[config.mk]
export PLATFORM = sky130hd
export DESIGN_NAME = button_conditioner_flat
export DESIGN_NICKNAME = d
export VERILOG_FILES = /design/src/rtl/button_pkg.sv /design/src/rtl/button_if.sv /design/src/rtl/button_channel.sv /design/src/rtl/button_conditioner.sv /design/src/flat_wrapper.sv
export SDC_FILE = /design/constraint.sdc
export NUM_CORES = 1
export LEC_CHECK = 0
export ABC_AREA = 1
export CAP_MARGIN = 20
export CORE_UTILIZATION = 68
export CTS_BUF_LIST = sky130_fd_sc_hd__clkbuf_8
export CTS_CLUSTER_DIAMETER = 200
export DETAILED_ROUTE_END_ITERATION = 8
export PLACE_DENSITY = 0.95
export SLEW_MARGIN = 25
export SYNTH_ARGS = -nofsm -noshare
export SYNTH_HDL_FRONTEND = slang
export SYNTH_SLANG_ARGS = --single-unit
export TNS_END_PERCENT = 10
[constraint.sdc]
create_clock -name clk -period 8.25 [get_ports clk]
set_clock_uncertainty 0.1 [all_clocks]
set_input_delay 0.825 -clock clk [delete_from_list [all_inputs] [get_ports clk]]
set_output_delay 0.825 -clock clk [all_outputs]
set_load 0.03 [all_outputs]
[src/rtl/button_pkg.sv]
// Shared types and sizing helpers for the multi-channel push-button conditioner.
package button_pkg;

    typedef enum logic [1:0] {
        EDGE_RISE,
        EDGE_FALL,
        EDGE_BOTH
    } edge_mode_e;

    typedef enum logic {
        RPT_IDLE,
        RPT_ARMED
    } rpt_state_e;

    // Bits needed for a down/up counter spanning 0..n-1, never narrower than one bit.
    function automatic int unsigned cnt_width(input int unsigned n);
        return (n < 2) ? 1 : $clog2(n);
    endfunction

    function automatic int unsigned max_u(input int unsigned a, input int unsigned b);
        return (a > b) ? a : b;
    endfunction

endpackage

[src/rtl/button_if.sv]
// Bundle of raw button pins and the conditioned strobes, one bit per channel.
interface button_if #(
    parameter int unsigned N_CH = 5
);
    // "release" is a reserved word, so the release strobe carries a suffix.
    logic [N_CH-1:0] pb;
    logic [N_CH-1:0] level;
    logic [N_CH-1:0] press;
    logic [N_CH-1:0] release_pulse;
    logic [N_CH-1:0] evt;
    logic [N_CH-1:0] rpt;

    modport master (
        output pb,
        input  level, press, release_pulse, evt, rpt
    );

    modport slave (
        input  pb,
        output level, press, release_pulse, evt, rpt
    );

endinterface

[src/rtl/button_channel.sv]
// One button channel: synchroniser, counter debounce, registered edge strobes and hold-to-repeat.
module button_channel
    import button_pkg::*;
#(
    parameter int unsigned SYNC_STAGES     = 2,
    parameter int unsigned DEBOUNCE_CYCLES = 1_000_000,
    parameter edge_mode_e  EDGE_MODE       = EDGE_RISE,
    parameter bit          REPEAT_EN       = 1'b0,
    parameter int unsigned REPEAT_DELAY    = 50_000_000,
    parameter int unsigned REPEAT_PERIOD   = 10_000_000
) (
    input  logic clk,
    input  logic reset,
    input  logic pb,
    output logic level,
    output logic press,
    output logic release_pulse,
    output logic evt,
    output logic rpt
);

    localparam int unsigned CW = cnt_width(DEBOUNCE_CYCLES);
    localparam int unsigned RW = cnt_width(max_u(REPEAT_DELAY, REPEAT_PERIOD));
    localparam logic [CW-1:0] CNT_LAST  = CW'(DEBOUNCE_CYCLES - 1);
    localparam logic [RW-1:0] RPT_FIRST = RW'(REPEAT_DELAY - 1);
    localparam logic [RW-1:0] RPT_NEXT  = RW'(REPEAT_PERIOD - 1);

    logic [SYNC_STAGES-1:0] sync;
    logic                   s;
    logic [CW-1:0]          cnt, cnt_next;
    logic [RW-1:0]          rcnt, rcnt_next;
    rpt_state_e             state, state_next;
    logic                   update;
    logic                   press_next, release_next, rpt_next, evt_next;

    assign s = sync[SYNC_STAGES-1];

    // NOTE: sequential state is always assigned with <= so every flop samples pre-edge values.
    always_ff @(posedge clk or posedge reset) begin
        if (reset) begin
            sync <= '0;
        end else begin
            sync <= {sync[SYNC_STAGES-2:0], pb};
        end
    end

    // NOTE: every signal gets a default first so no path through this block can infer a latch.
    always_comb begin
        update       = 1'b0;
        cnt_next     = '0;
        press_next   = 1'b0;
        release_next = 1'b0;
        rpt_next     = 1'b0;
        evt_next     = 1'b0;
        state_next   = state;
        rcnt_next    = rcnt;

        // A bounce back to the stable level discards all accumulated count.
        if (s != level) begin
            if (cnt == CNT_LAST) begin
                update = 1'b1;
            end else begin
                cnt_next = cnt + CW'(1);
            end
        end
        press_next   = update & s;
        release_next = update & ~s;

        if (REPEAT_EN) begin
            case (state)
                RPT_IDLE: begin
                    if (press_next) begin
                        state_next = RPT_ARMED;
                        rcnt_next  = RPT_FIRST;
                    end
                end
                RPT_ARMED: begin
                    // Release wins over a coincident terminal count.
                    if (release_next) begin
                        state_next = RPT_IDLE;
                        rcnt_next  = '0;
                    end else if (rcnt == '0) begin
                        rpt_next  = 1'b1;
                        rcnt_next = RPT_NEXT;
                    end else begin
                        rcnt_next = rcnt - RW'(1);
                    end
                end
                default: begin
                    state_next = RPT_IDLE;
                    rcnt_next  = '0;
                end
            endcase
        end

        case (EDGE_MODE)
            EDGE_RISE: evt_next = press_next;
            EDGE_FALL: evt_next = release_next;
            default:   evt_next = press_next | release_next;
        endcase
        evt_next = evt_next | rpt_next;
    end

    always_ff @(posedge clk or posedge reset) begin
        if (reset) begin
            cnt           <= '0;
            level         <= 1'b0;
            press         <= 1'b0;
            release_pulse <= 1'b0;
            rpt           <= 1'b0;
            evt           <= 1'b0;
            state         <= RPT_IDLE;
            rcnt          <= '0;
        end else begin
            cnt           <= cnt_next;
            level         <= update ? s : level;
            press         <= press_next;
            release_pulse <= release_next;
            rpt           <= rpt_next;
            evt           <= evt_next;
            state         <= state_next;
            rcnt          <= rcnt_next;
        end
    end

endmodule

[src/rtl/button_conditioner.sv]
// Multi-channel push-button front end: N_CH independent conditioned channels.
module button_conditioner
    import button_pkg::*;
#(
    parameter int unsigned N_CH            = 5,
    parameter int unsigned SYNC_STAGES     = 2,
    parameter int unsigned DEBOUNCE_CYCLES = 1_000_000,
    parameter edge_mode_e  EDGE_MODE       = EDGE_RISE,
    parameter bit          REPEAT_EN       = 1'b0,
    parameter int unsigned REPEAT_DELAY    = 50_000_000,
    parameter int unsigned REPEAT_PERIOD   = 10_000_000
) (
    input logic     clk,
    input logic     reset,
    button_if.slave bus
);

    for (genvar i = 0; i < N_CH; i++) begin : g_ch
        button_channel #(
            .SYNC_STAGES    (SYNC_STAGES),
            .DEBOUNCE_CYCLES(DEBOUNCE_CYCLES),
            .EDGE_MODE      (EDGE_MODE),
            .REPEAT_EN      (REPEAT_EN),
            .REPEAT_DELAY   (REPEAT_DELAY),
            .REPEAT_PERIOD  (REPEAT_PERIOD)
        ) u_ch (
            .clk          (clk),
            .reset        (reset),
            .pb           (bus.pb[i]),
            .level        (bus.level[i]),
            .press        (bus.press[i]),
            .release_pulse(bus.release_pulse[i]),
            .evt          (bus.evt[i]),
            .rpt          (bus.rpt[i])
        );
    end

endmodule

[src/flat_wrapper.sv]
// flat-port wrapper written by rule: the top's interface ports become plain ports
module button_conditioner_flat import button_pkg::*;
#(
    parameter int unsigned N_CH            = 5,
    parameter int unsigned SYNC_STAGES     = 2,
    parameter int unsigned DEBOUNCE_CYCLES = 1_000_000,
    parameter edge_mode_e  EDGE_MODE       = EDGE_RISE,
    parameter bit          REPEAT_EN       = 1'b0,
    parameter int unsigned REPEAT_DELAY    = 50_000_000,
    parameter int unsigned REPEAT_PERIOD   = 10_000_000
)
  (clk, reset, bus_pb, bus_level, bus_press, bus_release_pulse, bus_evt, bus_rpt);
  button_if #(.N_CH(N_CH)) bus_i ();
  input logic clk;
  input logic reset;
  input wire logic [$bits(bus_i.pb)-1:0] bus_pb;
  output wire logic [$bits(bus_i.level)-1:0] bus_level;
  output wire logic [$bits(bus_i.press)-1:0] bus_press;
  output wire logic [$bits(bus_i.release_pulse)-1:0] bus_release_pulse;
  output wire logic [$bits(bus_i.evt)-1:0] bus_evt;
  output wire logic [$bits(bus_i.rpt)-1:0] bus_rpt;
  assign bus_i.pb = bus_pb;
  assign bus_level = bus_i.level;
  assign bus_press = bus_i.press;
  assign bus_release_pulse = bus_i.release_pulse;
  assign bus_evt = bus_i.evt;
  assign bus_rpt = bus_i.rpt;
  button_conditioner #(.N_CH(N_CH), .SYNC_STAGES(SYNC_STAGES), .DEBOUNCE_CYCLES(DEBOUNCE_CYCLES), .EDGE_MODE(EDGE_MODE), .REPEAT_EN(REPEAT_EN), .REPEAT_DELAY(REPEAT_DELAY), .REPEAT_PERIOD(REPEAT_PERIOD)) u_core (.clk(clk), .reset(reset), .bus(bus_i));
endmodule
==> metrics.txt <==
Resize count post-CTS 0; Starting Density 71.19%; HP Class reg -> reg; most frequent cells in the layout nor2_1, nand2_1, dfrtp_1; DRT Wirelength 14.56 mm; Final min period 2459 ps; Required @ worst endpoint 7320 ps; Pleak 3.168 nW; antenna cells 0; Post-CTS Hold Fix Bufs 0; Routed Antenna Nets 0; worst r2r src u_core.g_ch[4].u_ch.level; Final nets 881; Final Util 78.26%; CTS Buf Count 17; element type at the critical path start register; Synth async-reset ratio 100.0%; r2r setup slk 6200 ps; hold_sp u_core.g_ch[0].u_ch.sync[0]; port bufs 26; PwrDens 164.4 nW/um^2; share of the synthesized area in the top cell type 46.89%; Setup CP Type reg -> out; clk sinks 125; endpoints failing hold 0; Overall Global Routing Usage 31.92%; critical-path cell list clkdlybuf4s50_1; Yosys reg bits 125; Max Cap Viol 0; period utilization 29.80%; TritonCTS clock tree yes; initial antenna violation count 0; worst r2r path cells 6; Core Footprint 9371 um^2; final routed DRC violation total 0; die area 10210 um^2; 1st-iter DRT viols 374; fmax 406.7 MHz; number of synthesized flops with an enable pin 0; die extent in y 101.1 um; Worst Setup SP u_core.g_ch[3].u_ch.level; final number of setup-violating endpoints 0; share of layout cells above drive strength 1 8.967%; CP bufs+invs 1; # rows 35; slowest stage delay, CP 700 ps; largest net degree at the start of global routing 47; Post-Synthesis Cell Area 6671 um^2; Critical Path Fanout Max 4; area grow syn2layout 9.940%; critical path arrival 1530 ps; R2R Path End u_core.g_ch[4].u_ch.cnt[18]; Netlist cell types 29; outcome finished clean; sequential element share of the synthesized area 46.89%; gpl congestion 0.8918; cell family contributing the most delay on the critical path buffers and inverters; Slew @ Worst Pin 955.8 ps; iteration count of the initial detailed-routing pass 6; synth top area cells dfrtp_1, nor2_1, nand2_1; setup TNS 0 ps; Die X 101.1 um; io pins 32; Levels on crit path 1; vias in the first global route 5439; grt ovf 0; vias per cell 5.514; leading area contributor after synthesis dfrtp_1; Max clock buf depth 2; clock root cell clkbuf_8; vias 5569; Synth Instances 847; syn avg cell area 7.877 um^2; dominant synthesized flop cell dfrtp_1; Slowest cell on crit path clkdlybuf4s50_1; Max-slew headroom 36.04%; wire length of the first global-routing pass 24.98 mm; most common cell after layout, fill and taps aside nor2_1; htree depth 4; Pins Over Slew Limit 0; clk slew on worst S/H paths 70 ps; Setup Buffers After CTS 0; wire per inst 14.41 um; Worst-Skew Late Latency 440 ps; endpoint class of the critical path output port; Detailed Place HPWL 9.167 mm; RSZ-0062 raised after global routing no; CP Capture Point bus_level[3]; VDD IR-drop max 0.0001084 V; Ys Warns 0
[cell families (layout without fill, tap and decap cells)]
| kind of cell | Yosys count | count (layout) | share of synthesized area (%) |
|---|---|---|---|
| other cells | 1 | 5 | 0.05621 |
| compound gates | 18 | 18 | 1.425 |
| simple gates | 534 | 534 | 36.05 |
| fa+ha+maj | 5 | 5 | 0.9377 |
| buf+inv | 111 | 141 | 7.690 |
| flops | 125 | 125 | 46.89 |
| xor+xnor | 53 | 53 | 6.958 |
[routing by layer]
| layer | part of all wire, % | track usage [%] | vias up |
|---|---|---|---|
| li1 | - | - | 2664 |
| met1 | 41 | 40.69 | 2614 |
| met2 | 49 | 53.22 | 242 |
| met3 | 6.7 | 6.519 | 49 |
| met4 | 2.6 | 13.49 | 0 |
| met5 | 0 | 0 | - |
[cell type report]
type | instances | area, um^2
multi-input cells | 615 | 3045
flip-flops and latches | 125 | 3128
repair buffers | 28 | 295.3
fillers | 583 | 2037
clock buffers | 20 | 275.3
well taps | 129 | 161.4
clock inverters | 11 | 118.9
inverters | 82 | 310.3
[sequential cells by signal, indices dropped and copies added (netlist names)]
name	count
u_core.g_ch.u_ch.cnt	100
u_core.g_ch.u_ch.release_pulse	5
u_core.g_ch.u_ch.level	5
u_core.g_ch.u_ch.sync	10
u_core.g_ch.u_ch.evt	5
[where the power goes]
part,switching (mW),leakage (nW),internal [mW],total (mW)
logic,0.0352,1.26,0.0130,0.0482
clock network,0.241,0.198,0.288,0.530
registers,0.00737,1.71,0.621,0.628
total,0.284,3.17,0.923,1.21
[worst min-delay path by stage]
| stage | endpoint | slack, ps | cells after the start |
|---|---|---|---|
| 2_1_floorplan | u_core.g_ch[0].u_ch.sync[1] | 230 | 0 |
| 3_3_place_gp | u_core.g_ch[0].u_ch.sync[1] | 230 | 0 |
| 3_5_place_dp | u_core.g_ch[0].u_ch.sync[1] | 230 | 0 |
| 4_1_cts | u_core.g_ch[0].u_ch.sync[1] | 250 | 0 |
| 5_1_grt | u_core.g_ch[0].u_ch.sync[1] | 260 | 0 |
| 6_report | u_core.g_ch[0].u_ch.sync[1] | 250 | 0 |
[cell usage after synthesis (10+ instances only)]
library cell	n
xnor2_1	23
nand3_1	79
nor2_2	12
dfrtp_1	125
nor3_1	20
nor2_4	10
inv_1	82
buf_4	25
nor2_1	234
a21oi_1	12
nand2_2	11
nand2_1	142
xor2_1	30
[metrics by stage]
| stage | power (mW) | cells | worst slack, ps | area, um^2 | hold WS (ps) |
|---|---|---|---|---|---|
| global placement | 0.6821 | 978 | 5415 | 6913 | 231.6 |
| global route | 1.241 | 1010 | 5729 | 7335 | 257.0 |
| floorplan | 0.6727 | 851 | 3997 | 6686 | 231.2 |
| CTS | 1.209 | 1010 | 5782 | 7335 | 251.8 |
| detailed placement | 0.6861 | 979 | 5712 | 6940 | 234.7 |
| finish | 1.206 | 1010 | 5791 | 7335 | 250.7 |
Power figures use the tool's default switching activity.
